### config.mk
export PLATFORM = sky130hd
export DESIGN_NAME = gsensor_spi_responder
export DESIGN_NICKNAME = d
export VERILOG_FILES = /design/src/rtl/gsensor_spi_pkg.sv /design/src/rtl/spi_input_sync.sv /design/src/rtl/gsensor_spi_responder.sv
export SDC_FILE = /design/constraint.sdc
export NUM_CORES = 2
export LEC_CHECK = 0
export CORE_MARGIN = 2
export CORE_UTILIZATION = 70
export CTS_BUF_LIST = sky130_fd_sc_hd__clkbuf_8
export CTS_CLUSTER_DIAMETER = 30
export DETAILED_ROUTE_END_ITERATION = 8
export DONT_BUFFER_PORTS = 1
export PLACE_DENSITY = 0.95
export SLEW_MARGIN = 10
export SYNTH_ARGS = -nofsm -noshare
export SYNTH_HDL_FRONTEND = slang
export SYNTH_SLANG_ARGS = --single-unit
### constraint.sdc
create_clock -name clk_clk -period 36.6 [get_ports clk_clk]
set_clock_uncertainty 0.05 [all_clocks]
set_input_delay 5.49 -clock clk_clk [delete_from_list [all_inputs] [get_ports clk_clk]]
set_output_delay 5.49 -clock clk_clk [all_outputs]
set_load 0.005 [all_outputs]
### src/rtl/gsensor_spi_pkg.sv
// Shared types and address map for the accelerometer SPI responder.
// Register 0x00 and the six axis sample registers are never writable from SPI.
package gsensor_spi_pkg;

   typedef enum logic [1:0] {
      ST_IDLE = 2'd0,
      ST_CMD  = 2'd1,
      ST_DATA = 2'd2,
      ST_DONE = 2'd3
   } spi_state_t;

   localparam logic [5:0] ADDR_DEVID  = 6'h00;
   localparam logic [5:0] ADDR_DATAX0 = 6'h32;
   localparam logic [5:0] ADDR_DATAZ1 = 6'h37;

   function automatic logic is_read_only(input logic [5:0] addr);
      return (addr == ADDR_DEVID) || ((addr >= ADDR_DATAX0) && (addr <= ADDR_DATAZ1));
   endfunction

endpackage

### src/rtl/spi_input_sync.sv
// N-stage input synchronizer with one-cycle rise/fall strobes on the synchronized level.
// INIT is the idle level of the pin, so no spurious edge appears after reset.
module spi_input_sync #(
   parameter int   STAGES = 2,
   parameter logic INIT   = 1'b1
) (
   input  logic clk,
   input  logic rst,
   input  logic din,
   output logic sync,
   output logic rise,
   output logic fall
);

   logic [STAGES-1:0] stage_reg;
   logic              prev_reg;

   always_ff @(posedge clk or posedge rst) begin
      if (rst) begin
         stage_reg <= {STAGES{INIT}};
         prev_reg  <= INIT;
      end else begin
         stage_reg <= {stage_reg[STAGES-2:0], din};
         prev_reg  <= stage_reg[STAGES-1];
      end
   end

   assign sync = stage_reg[STAGES-1];
   assign rise = sync & ~prev_reg;
   assign fall = ~sync & prev_reg;

endmodule

### src/rtl/gsensor_spi_responder.sv
// SPI mode-3 slave standing in for the accelerometer: decodes the command/data byte
// protocol, serves a 64x8 register file and accepts axis samples from the host side.
module gsensor_spi_responder
   import gsensor_spi_pkg::*;
#(
   parameter int         SYNC_STAGES = 2,
   parameter logic [7:0] DEVID       = 8'hE5
) (
   input  logic        clk_clk,
   input  logic        reset_reset,
   input  logic        gsensor_SCLK,
   input  logic        gsensor_MOSI,
   input  logic        gsensor_SS_n,
   output logic        gsensor_MISO,
   output logic        gsensor_MISO_oe,
   input  logic [47:0] axis_data,
   input  logic        axis_load,
   output logic        wr_valid,
   output logic [5:0]  wr_addr,
   output logic [7:0]  wr_data,
   output logic        busy
);

   localparam int AX0 = int'(ADDR_DATAX0);
   localparam int AZ1 = int'(ADDR_DATAZ1);

   logic unused_sclk_level, sclk_rise, sclk_fall;
   logic ss_sync, ss_rise, ss_fall;
   logic mosi_sync, unused_mosi_rise, unused_mosi_fall;

   spi_input_sync #(.STAGES(SYNC_STAGES), .INIT(1'b1)) u_sync_sclk (
      .clk(clk_clk), .rst(reset_reset), .din(gsensor_SCLK),
      .sync(unused_sclk_level), .rise(sclk_rise), .fall(sclk_fall));
   spi_input_sync #(.STAGES(SYNC_STAGES), .INIT(1'b1)) u_sync_ss (
      .clk(clk_clk), .rst(reset_reset), .din(gsensor_SS_n),
      .sync(ss_sync), .rise(ss_rise), .fall(ss_fall));
   spi_input_sync #(.STAGES(SYNC_STAGES), .INIT(1'b1)) u_sync_mosi (
      .clk(clk_clk), .rst(reset_reset), .din(gsensor_MOSI),
      .sync(mosi_sync), .rise(unused_mosi_rise), .fall(unused_mosi_fall));

   spi_state_t  state_reg, state_next;
   logic [2:0]  bit_cnt_reg;
   logic [6:0]  rx_shift_reg;
   logic [7:0]  tx_shift_reg;
   logic        rw_reg, mb_reg;
   logic [5:0]  addr_reg;
   logic        miso_reg, busy_reg;
   logic        wr_pend_reg;
   logic [5:0]  wr_pend_addr_reg, wr_addr_reg;
   logic [7:0]  wr_pend_data_reg, wr_data_reg;
   logic        wr_valid_reg;
   logic        axis_pend_reg;
   logic [47:0] axis_buf_reg;
   logic [7:0]  regs [64];

   logic        cmd_end, data_end, shift_out;
   logic [7:0]  rx_byte;
   logic [5:0]  next_addr;
   logic        axis_we;
   logic [47:0] axis_wdata;

   assign rx_byte   = {rx_shift_reg, mosi_sync};
   assign next_addr = addr_reg + 6'd1;

   always_ff @(posedge clk_clk or posedge reset_reset) begin
      if (reset_reset) state_reg <= ST_IDLE;
      else             state_reg <= state_next;
   end

   always_comb begin
      state_next = state_reg;
      if (ss_rise) begin
         state_next = ST_IDLE;
      end else begin
         case (state_reg)
            ST_IDLE: if (ss_fall) state_next = ST_CMD;
            ST_CMD:  if (cmd_end) state_next = ST_DATA;
            ST_DATA: if (data_end && !mb_reg) state_next = ST_DONE;
            default: ;
         endcase
      end
   end

   // Byte boundaries are suppressed when SS_n deasserts in the same cycle.
   always_comb begin
      cmd_end   = 1'b0;
      data_end  = 1'b0;
      shift_out = (state_reg == ST_DATA) || (state_reg == ST_DONE);
      if (sclk_rise && (bit_cnt_reg == 3'd7) && !ss_rise) begin
         cmd_end  = (state_reg == ST_CMD);
         data_end = (state_reg == ST_DATA);
      end
   end

   always_comb begin
      axis_we    = 1'b0;
      axis_wdata = axis_buf_reg;
      if (axis_load && !busy_reg) begin
         axis_we    = 1'b1;
         axis_wdata = axis_data;
      end else if (!axis_load && axis_pend_reg && !busy_reg) begin
         axis_we = 1'b1;
      end
   end

   always_ff @(posedge clk_clk or posedge reset_reset) begin
      if (reset_reset) begin
         bit_cnt_reg      <= 3'd0;
         rx_shift_reg     <= 7'd0;
         tx_shift_reg     <= 8'd0;
         rw_reg           <= 1'b0;
         mb_reg           <= 1'b0;
         addr_reg         <= 6'd0;
         miso_reg         <= 1'b0;
         busy_reg         <= 1'b0;
         wr_pend_reg      <= 1'b0;
         wr_pend_addr_reg <= 6'd0;
         wr_pend_data_reg <= 8'd0;
         wr_valid_reg     <= 1'b0;
         wr_addr_reg      <= 6'd0;
         wr_data_reg      <= 8'd0;
         axis_pend_reg    <= 1'b0;
         axis_buf_reg     <= 48'd0;
      end else begin
         wr_pend_reg <= 1'b0;
         if (state_reg == ST_IDLE || ss_fall) bit_cnt_reg <= 3'd0;
         else if (sclk_rise)                  bit_cnt_reg <= bit_cnt_reg + 3'd1;
         if (sclk_rise) rx_shift_reg <= rx_byte[6:0];

         if (cmd_end) begin
            rw_reg       <= rx_byte[7];
            mb_reg       <= rx_byte[6];
            addr_reg     <= rx_byte[5:0];
            tx_shift_reg <= regs[rx_byte[5:0]];
         end else if (data_end) begin
            if (!rw_reg && !is_read_only(addr_reg)) begin
               wr_pend_reg      <= 1'b1;
               wr_pend_addr_reg <= addr_reg;
               wr_pend_data_reg <= rx_byte;
            end
            if (mb_reg) begin
               addr_reg     <= next_addr;
               tx_shift_reg <= regs[next_addr];
            end else begin
               tx_shift_reg <= 8'd0;
            end
         end else if (sclk_fall && shift_out) begin
            tx_shift_reg <= {tx_shift_reg[6:0], 1'b0};
         end

         if (!shift_out)     miso_reg <= 1'b0;
         else if (sclk_fall) miso_reg <= tx_shift_reg[7];

         busy_reg     <= ~ss_sync;
         wr_valid_reg <= wr_pend_reg;
         if (wr_pend_reg) begin
            wr_addr_reg <= wr_pend_addr_reg;
            wr_data_reg <= wr_pend_data_reg;
         end

         // Loads during a transfer are deferred so a burst read sees one coherent sample.
         if (axis_load && busy_reg) begin
            axis_buf_reg  <= axis_data;
            axis_pend_reg <= 1'b1;
         end else if (axis_we) begin
            axis_pend_reg <= 1'b0;
         end
      end
   end

   assign regs[0] = DEVID;

   for (genvar gi = 1; gi < 64; gi++) begin : g_reg
      logic [7:0] reg_q;
      if (gi >= AX0 && gi <= AZ1) begin : g_axis
         always_ff @(posedge clk_clk or posedge reset_reset) begin
            if (reset_reset)  reg_q <= 8'h00;
            else if (axis_we) reg_q <= axis_wdata[(gi-AX0)*8 +: 8];
         end
      end else begin : g_rw
         localparam logic [5:0] ADDR = 6'(gi);
         always_ff @(posedge clk_clk or posedge reset_reset) begin
            if (reset_reset)                                 reg_q <= 8'h00;
            else if (wr_pend_reg && wr_pend_addr_reg == ADDR) reg_q <= wr_pend_data_reg;
         end
      end
      assign regs[gi] = reg_q;
   end

   assign gsensor_MISO    = miso_reg;
   assign gsensor_MISO_oe = busy_reg;
   assign busy            = busy_reg;
   assign wr_valid        = wr_valid_reg;
   assign wr_addr         = wr_addr_reg;
   assign wr_data         = wr_data_reg;

endmodule

==> metrics.md <==
| Metric | Value |
|---|---|
| Status | finished with violations |
| Failing checks | DRC |
| Via count | 23.7k |
| Vias in the first global route | 24.6k |
| CTS tree | yes |
| Reg2reg end | tx_shift_reg[5]$_DFFE_PP0P_ |
| Setup violators final | 0 |
| Num CTS Buffers | 116 |
| Area delta synth->final | 9.39% |
| Die width | 219 um |
| PwrDens | 47.3 nW/um2 |
| Die area | 48,000 um2 |
| Ratio of cells with drive above 1 in the final layout | 44.2% |
| Post_cts resized | 0 |
| Post-synth EDFFs | 0 |
| Peak Freq | 137 MHz |
| Final hold vios | 0 |
| Final wirelength | 102,000 um |
| Synthesized cell area | 32,400 um2 |
| Unrepaired setup endpoints after global routing | no |
| Crit path max fanout | 128 |
| Drt drc | 20 |
| CP Capture Type | asynchronous set/reset pin |
| Vias per inst | 7.90 |
| H-tree levels | 3 |
| Hold crit path type | reg2reg |
| Worst-path clk slew | 0.07 ns |
| VDD IR-drop max | 50.5 uV |
| Reg2reg path depth | 8 |
| WS Path Type | in2async |
| Final Power | 1.68 mW |
| DRT iter0 DRCs | 3,852 |
| Worst Path Required | 37.20 ns |
| CTS sink cnt | 621 |
| Drt wl/cell | 34.0 um |
| Avg Inst Size Synth | 13.8 um2 |
| Worst hold path depth | 0 |
| Ys Warns | 0 |
| First-pass iteration count of the detailed router | 9 |
| Max reg flops | 504 |
| Final Wtd Congestion | 1.01 |
| HPWL after DPL | 60,900 um |
| Initial core utilization | 71.1% |
| CTS Hold Bufs | 0 |
| Die Y | 219 um |
| Largest net degree at the start of global routing | 203 |
| Cell variety after synth | 65 |
| Placeable Area | 45,600 um2 |
| Count of nets after finishing | 2,360 |
| Actual slew at the worst max-slew pin | 1.37 ns |
| Period utilization | 20.0% |
| Hold slack | 0.306 ns |
| Async set-or-reset flop fraction in the synthesized netlist | 100% |
| Fin. max-slew vios | 0 |
| MaxCap Viol Count | 0 |
| First-pass GRT wire length | 154,000 um |
| Initial antenna violation count | 7 |
| Clock Tree Buf Depth | 3 |
| Port buffer count | 0 |
| Post-CTS setup repair buffer count | 0 |
| Hold EP | u_sync_mosi.stage_reg[1]$_DFF_PP1_ |
| Setup_tns | 0 ns |
| Clock Latency Late Sink | 0.80 ns |
| Main synth FF type | dfrtp_1 |
| Synth Net Count | 2,416 |
| Critical Path Start Type | input pin |
| R2r setup slk | 31.36 ns |
| GRT Total Usage | 43.9% |
| Worst reg2reg path startpoint | addr_reg[0]$_DFFE_PP0P_ |
| Worst hold start | u_sync_mosi.stage_reg[0]$_DFF_PP1_ |
| Remaining global-route overflow | 0 |
| Final ANT Viol Nets | 0 |
| Cell chosen for the clock root | clkbuf_8 |
| Register area share after synthesis | 48.0% |
| Cells after synthesis | 2,351 |
| Rel. slew slack | 8.87% |
| I/O pin count | 72 |
| Static Leak | 15.9 nW |
| Minimum clock period | 7.33 ns |
| Row Count | 78 |
| FF+latch count, synth | 621 |
| Critical path arrival | 7.92 ns |
## layout make-up
class,count,area (um2)
fill,2211,10100
antenna,3,7.51
clock buffer,142,1950
inverter,14,60.1
sequential,621,15600
timing repair buffer,24,218
clock inverter,73,852
multi-input combinational,1518,16000
tap,600,751
## cells in the final DEF (no fill, tap or decap), drive strengths merged, types with 16 or more instances in the layout
cell / synthesis / routed
nor2b: 17 / 17
buf: 67 / 24
bufinv: 0 / 16
clkinv: 1 / 23
clkbuf: 131 / 142
dfrtp: 613 / 613
nand3: 32 / 32
nor3: 18 / 18
o21ai: 74 / 74
nand2: 198 / 198
a22oi: 48 / 48
mux2: 548 / 548
nor2: 61 / 61
a21oi: 45 / 45
inv: 13 / 39
mux4: 245 / 245
and3b: 17 / 17
mux2i: 46 / 46
## worst max path at each step
stage,endpoint,startpoint,cells after the start
after floorplan,addr_reg[0]$_DFFE_PP0P_,reset_reset,1
after global placement,addr_reg[0]$_DFFE_PP0P_,reset_reset,3
after detailed placement,addr_reg[0]$_DFFE_PP0P_,reset_reset,3
after CTS,rx_shift_reg[0]$_DFFE_PP0P_,reset_reset,3
after global routing,rx_shift_reg[0]$_DFFE_PP0P_,reset_reset,3
final,addr_reg[0]$_DFFE_PP0P_,reset_reset,3
## Yosys cell counts, types with 5 or more instances
| cell type | number | area (um2) |
|---|---|---|
| a21oi_1 | 45 | 225 |
| nand3_1 | 32 | 160 |
| o22ai_1 | 9 | 56.3 |
| o221ai_1 | 9 | 78.8 |
| nor2b_1 | 17 | 106 |
| a31oi_1 | 9 | 56.3 |
| or2_2 | 7 | 43.8 |
| clkbuf_1 | 131 | 492 |
| mux2i_1 | 46 | 460 |
| nor2_1 | 61 | 229 |
| ha_1 | 11 | 138 |
| o21ai_0 | 73 | 365 |
| dfrtp_1 | 613 | 15300 |
| nand4_1 | 14 | 87.6 |
| a2bb2oi_1 | 5 | 43.8 |
| o211ai_1 | 8 | 60.1 |
| dfstp_2 | 8 | 210 |
| buf_2 | 41 | 205 |
| mux4_2 | 245 | 5520 |
| a22oi_1 | 48 | 360 |
| mux2_2 | 548 | 6170 |
| a211oi_1 | 6 | 45.0 |
| nand2b_1 | 12 | 75.1 |
| buf_4 | 14 | 105 |
| buf_1 | 11 | 41.3 |
| and3_1 | 8 | 50.1 |
| a32oi_1 | 6 | 52.6 |
| a221oi_1 | 11 | 96.3 |
| inv_1 | 12 | 45.0 |
| nand2_1 | 198 | 743 |
| nor3_1 | 18 | 90.1 |
| and3b_1 | 17 | 149 |
| a41oi_1 | 5 | 43.8 |
## metal layers
layer	routed length, um	global-route usage (%)	share of wire, %
met5	66	0	0.065
met4	8500	29.3	8.4
met3	15000	17.6	15
met2	45500	64.5	45
met1	32700	54.1	32
## report_power, final
part | switching [mW] | internal (mW)
Sequential | 0.0311 | 0.711
Clock | 0.330 | 0.471
Combinational | 0.0868 | 0.0479
## logic make-up after synthesis
kind of cell | after synthesis | share of synthesized area, %
muxes | 839 | 37.5
and+or+nand+nor | 399 | 5.70
DFF | 621 | 48.0
buffers and inverters | 212 | 2.80
AOI/OAI and AO/OA | 260 | 5.27
adders and majority gates | 11 | 0.425
xor gates and xnor gates | 9 | 0.313
## critical path: stages
cell and delay (ns):
inv_8 0.49, buf_4 0.89, buf_4 0.88
## stage by stage
step / setup slack [ns] / cell area (um2) / cells / util [%]
3_3_place_gp: 28.46 / 32600 / 2777 / 71.6
5_1_grt: 28.69 / 35400 / 2995 / 77.8
2_1_floorplan: 13.68 / 32400 / 2351 / -
4_1_cts: 29.10 / 35400 / 2992 / 77.7
6_report: 29.27 / 35400 / 2995 / 77.8
3_5_place_dp: 28.32 / 32600 / 2777 / 71.6
Power figures use the tool's default switching activity.
